[src/rtl/led_demux_sequencer.sv]
// LED demux sequencer: debounced mode/step buttons drive a 4-way demux select and data bit.
// Latency: outputs registered; tick/release responses appear at the edge they are sampled.
// Backpressure: none; events landing together resolve by priority and the losers are dropped.
module led_demux_sequencer #(
    parameter int DEBOUNCE_LIMIT = 250000
) (
    input  logic       i_Clk,
    input  logic       i_Rst_L,
    input  logic       i_Tick,
    input  logic       i_Switch_1,
    input  logic       i_Switch_2,
    output logic [1:0] o_Sel,
    output logic       o_Data,
    output logic [1:0] o_Mode,
    output logic       o_Paused
);

    localparam int CW = $clog2(DEBOUNCE_LIMIT);
    localparam logic [CW-1:0] CNT_LAST = CW'(DEBOUNCE_LIMIT - 1);

    typedef enum logic [1:0] {
        MANUAL    = 2'b00,
        SCAN_UP   = 2'b01,
        SCAN_DOWN = 2'b10,
        BAD       = 2'b11
    } mode_t;

    logic [1:0]         w_raw;
    logic [1:0]         r_db;
    logic [1:0]         r_db_q;
    logic [1:0][CW-1:0] r_cnt;
    logic [1:0]         w_rel;

    mode_t      r_mode;
    mode_t      w_mode_nxt;
    logic       w_enter;
    logic [1:0] r_sel;
    logic       r_data;
    logic       r_paused;
    logic [1:0] w_sel_nxt;
    logic       w_data_nxt;
    logic       w_paused_nxt;

    assign w_raw = {i_Switch_2, i_Switch_1};

    // Counter only runs while raw disagrees with the accepted level.
    always_ff @(posedge i_Clk or negedge i_Rst_L) begin
        if (!i_Rst_L) begin
            r_db   <= '0;
            r_db_q <= '0;
            r_cnt  <= '0;
        end else begin
            r_db_q <= r_db;
            for (int i = 0; i < 2; i++) begin
                if (w_raw[i] == r_db[i]) begin
                    r_cnt[i] <= '0;
                end else if (r_cnt[i] == CNT_LAST) begin
                    r_db[i]  <= w_raw[i];
                    r_cnt[i] <= '0;
                end else begin
                    r_cnt[i] <= r_cnt[i] + 1'b1;
                end
            end
        end
    end

    assign w_rel = r_db_q & ~r_db;

    always_ff @(posedge i_Clk or negedge i_Rst_L) begin
        if (!i_Rst_L) begin
            r_mode <= MANUAL;
        end else begin
            r_mode <= w_mode_nxt;
        end
    end

    always_comb begin
        w_mode_nxt = r_mode;
        case (r_mode)
            MANUAL:    if (w_rel[0]) w_mode_nxt = SCAN_UP;
            SCAN_UP:   if (w_rel[0]) w_mode_nxt = SCAN_DOWN;
            SCAN_DOWN: if (w_rel[0]) w_mode_nxt = MANUAL;
            default:   w_mode_nxt = MANUAL;
        endcase
    end

    // Any mode change (including recovery from 11) reloads the entry values.
    assign w_enter = (w_mode_nxt != r_mode);

    always_comb begin
        w_sel_nxt    = r_sel;
        w_data_nxt   = r_data;
        w_paused_nxt = r_paused;
        if (w_enter) begin
            w_sel_nxt    = 2'b00;
            w_paused_nxt = 1'b0;
            w_data_nxt   = (w_mode_nxt != MANUAL);
        end else if (w_rel[1]) begin
            if (r_mode == MANUAL) begin
                w_sel_nxt = r_sel + 2'd1;
            end else begin
                w_paused_nxt = ~r_paused;
            end
        end else if (i_Tick) begin
            case (r_mode)
                MANUAL:    w_data_nxt = ~r_data;
                SCAN_UP:   if (!r_paused) w_sel_nxt = r_sel + 2'd1;
                SCAN_DOWN: if (!r_paused) w_sel_nxt = r_sel - 2'd1;
                default:   w_sel_nxt = r_sel;
            endcase
        end
    end

    always_ff @(posedge i_Clk or negedge i_Rst_L) begin
        if (!i_Rst_L) begin
            r_sel    <= 2'b00;
            r_data   <= 1'b0;
            r_paused <= 1'b0;
        end else begin
            r_sel    <= w_sel_nxt;
            r_data   <= w_data_nxt;
            r_paused <= w_paused_nxt;
        end
    end

    assign o_Sel    = r_sel;
    assign o_Data   = r_data;
    assign o_Mode   = r_mode;
    assign o_Paused = r_paused;

endmodule

[config.mk]
export PLATFORM = sky130hd
export DESIGN_NAME = led_demux_sequencer
export DESIGN_NICKNAME = d
export VERILOG_FILES = /design/src/rtl/led_demux_sequencer.sv
export SDC_FILE = /design/constraint.sdc
export NUM_CORES = 1
export LEC_CHECK = 0
export CAP_MARGIN = 0
export CELL_PAD_IN_SITES_DETAIL_PLACEMENT = 1
export CELL_PAD_IN_SITES_GLOBAL_PLACEMENT = 2
export CORE_UTILIZATION = 31
export DETAILED_ROUTE_END_ITERATION = 10
export HOLD_SLACK_MARGIN = 0.1
export PLACE_DENSITY_LB_ADDON = 0.1
export REMOVE_ABC_BUFFERS = 1
export SLEW_MARGIN = 20
export SYNTH_ARGS = -nofsm -noshare
export SYNTH_HDL_FRONTEND = slang
export SYNTH_SLANG_ARGS = --single-unit
[constraint.sdc]
create_clock -name i_Clk -period 2.1 [get_ports i_Clk]
set_input_delay 0.525 -clock i_Clk [delete_from_list [all_inputs] [get_ports i_Clk]]
set_output_delay 0.525 -clock i_Clk [all_outputs]
set_load 0.02 [all_outputs]
==> out/metrics.cfg, run 1 <==
[logic_synthesis]
synth_xor_area_frac=0.117
synth_top_family_by_area=simple AND/OR/NAND/NOR gates
synth-edff-count=0
yosysWarnings=0
synth_fa_ha_area_frac=0.0313
synth_ff_type=dfrtp_1
netlist-cell-type-count=38
muxShareOfSynthArea=0.0136
yosysSeqAreaShare=0.480
synthCells=243
synth_compound_area_frac=0.0789
avgSynthCellArea_sq_um=9.86
post_synth_and_or_nand_nor_area_fraction=0.251
ys_seq_elements=46
netlist_area_sq_um=2400
async_flop_share=1.00

[clock_tree]
cts_buffers=5
insertion_delay_ns=0.30
cts-htree-levels=2
tritoncts=done
cts.repair.resized=0
cts_hold_buffers=0
clkTransAtPathRegs_ns=0.09
cts_sinks=46
cts_buffer_depth=2
cts-root-buf=clkbuf_8

[sta]
period_minus_slack_ns=1.92
clock.fmax_mhz=520
fin_worst_hold_slack_ns=0.311
hold_viol_final=0
rsz0062_at_grt=false
setup_viol=0
drv_slew=0
worst_pin_slew_ns=0.590
period_share=0.915
maxSlewHeadroom=0.607
clock_skew_ns=0.00461

[drt]
wl_per_cell_um=14.3
firstDrtPassIters=3
vias_per_cell=4.95
dr_total_vias=1848
drt_iter0_markers=70
finalWirelength_um=5340
post-route-drc-count=0
ant_nets=0

[global_routing]
overflow=0
grt_pass1_wl_um=9560
antenna_found_initial=0
grt_max_degree=47
grt_pass1_vias=1939
grt_use_total=0.149

[cells_and_area]
n_antenna_cell=0
mostFrequentLayoutCells=46 x nor2_1, 46 x dfrtp_1, 22 x xnor2_1
fin_util=0.382
drive_gt1_frac=0.109
syn_to_final_growth_pct=17.4
final_nets=284

[die]
die_h_um=89.9
io_pins=11
num_rows=31
start_util=0.325
die_w_um=89.9
fp.coreArea_sq_um=7370
die_area_sq_um=8080

[worst_setup_path]
critical-path-slowest-cell=clkdlybuf4s50_1
slowest_delay_ns=0.64
worstPathArrival_ns=1.40
start_kind=flip-flop
r2r_start=r_cnt[0]
reg2reg_depth=5
cp_max_fo=7
critPathRequiredTime_ns=1.57
crit_chain=clkdlybuf4s50_1
path_buf_inv=1
ff2ff_setup_slack_ns=0.23
end_kind=output port
reg2reg_to=r_cnt[16]
path_delay_family=buffers and inverters
path_class=flip-flop to output port

[place]
dp_hpwl_um=3800
io_buffers=10
globalplace.congestion=0.696

[power]
ir_drop_mv=0.200
power_density_nw_per_um2=573
p_leak_uw=0.00115

[worst_hold_path]
holdCritPathClass=input port to async pin

[flow_run]
maxCapViolCount=0

[status]
outcome=complete, no violations

## metrics by stage
| stage | area, sq um | instances | worst slack (ns) | power [uW] | TNS (ns) |
|---|---|---|---|---|---|
| finish | 2810 | 373 | 0.177 | 1610 | 0 |
| global route | 2810 | 373 | 0.0340 | 1700 | 0 |
| CTS | 2810 | 373 | 0.148 | 1650 | 0 |
| detailed placement | 2700 | 362 | -0.0400 | 1060 | -0.327 |
| global placement | 2700 | 362 | -0.0328 | 1060 | -0.284 |
| floorplan | 2370 | 240 | 0.282 | 994 | 0 |
## synth_stat cells (all sizes together) (3+ instances only)
cell type,instances,area share
a21oi,7,0.015
and3,3,0.0078
dfrtp,46,0.48
ha,6,0.031
inv,11,0.017
nand2,12,0.019
nand3,15,0.033
nand4,10,0.026
nor2,46,0.072
nor3,6,0.013
nor4,10,0.026
o21ai,5,0.010
o41ai,3,0.027
or3,4,0.010
xnor2,22,0.080
xor2,10,0.037
## layout make-up
class	count	area, sq um
Fill cell	887	4560
Multi-Input combinational cell	183	1180
Sequential cell	46	1150
Timing Repair Buffer	26	228
Tap cell	99	124
Clock buffer	7	86.3
Inverter	11	41.3
Clock inverter	1	5.00
## registers in the layout, summed over array words and instances (netlist names)
register and count:
o_Mode 2, o_Paused 1, r_db 2, r_cnt 36
o_Sel 2, r_db_q 2, o_Data 1
## worst max-delay path by stage
stage / startpoint / end / slack, ns / cells after the start
after floorplan: r_cnt[28] / r_cnt[20] / 0.28 / 4
after global placement: r_cnt[9] / r_cnt[9] / -0.03 / 4
after global routing: r_cnt[0] / r_cnt[16] / 0.03 / 5
after CTS: o_Mode[0] / o_Mode[0] / 0.15 / 1
final: o_Mode[0] / o_Mode[0] / 0.18 / 1
after detailed placement: r_cnt[9] / r_cnt[11] / -0.04 / 4
## repair_timing
| action | in CTS | in global routing |
|---|---|---|
| endpoints found under the hold margin | 0 | 0 |
| setup endpoints to repair | 17 | 0 |
| setup buffers | 3 | 0 |
## metal layers
metal,vias up,GRT usage,share of wire
met5,-,0,0
met1,917,0.205,0.52
met3,6,0.0330,0.020
li1,912,-,-
met4,0,0.0524,0.015
met2,13,0.231,0.44
## cells by family after synthesis
family                   count (synthesis)
AND/OR/NAND/NOR                        119
multiplexers                             3
XOR/XNOR                                32
AO/OA/AOI/OAI                           23
adder cells (fa/ha/maj)                  6
flip-flops                              46
buffers and inverters                   14
## worst register-to-register path, stage by stage (launching register included)
cell	delay, ns
dfrtp_1	0.38
ha_1	0.19
nand3_2	0.20
nor4_1	0.48
or3b_1	0.40
a21oi_1	0.15
## power breakdown
group	switching, uW	leakage [uW]	internal (uW)
combinational	65.6	0.000474	58.0
clock	302	0.0000482	266
sequential	15.8	0.000630	904
No activity file was read; power rests on OpenSTA's default activity.
==> run 2: changes to the inputs <==
- ABC_CLOCK_PERIOD_IN_PS: unset -> 2100
==> results of run 2 <==
Final layout, timing and power as in run 1 (identical DEF).
==> run 3: changes to the inputs <==
- SLEW_MARGIN: 20 -> 25
==> results of run 3 <==
Final layout, timing and power as in run 1 (identical DEF).
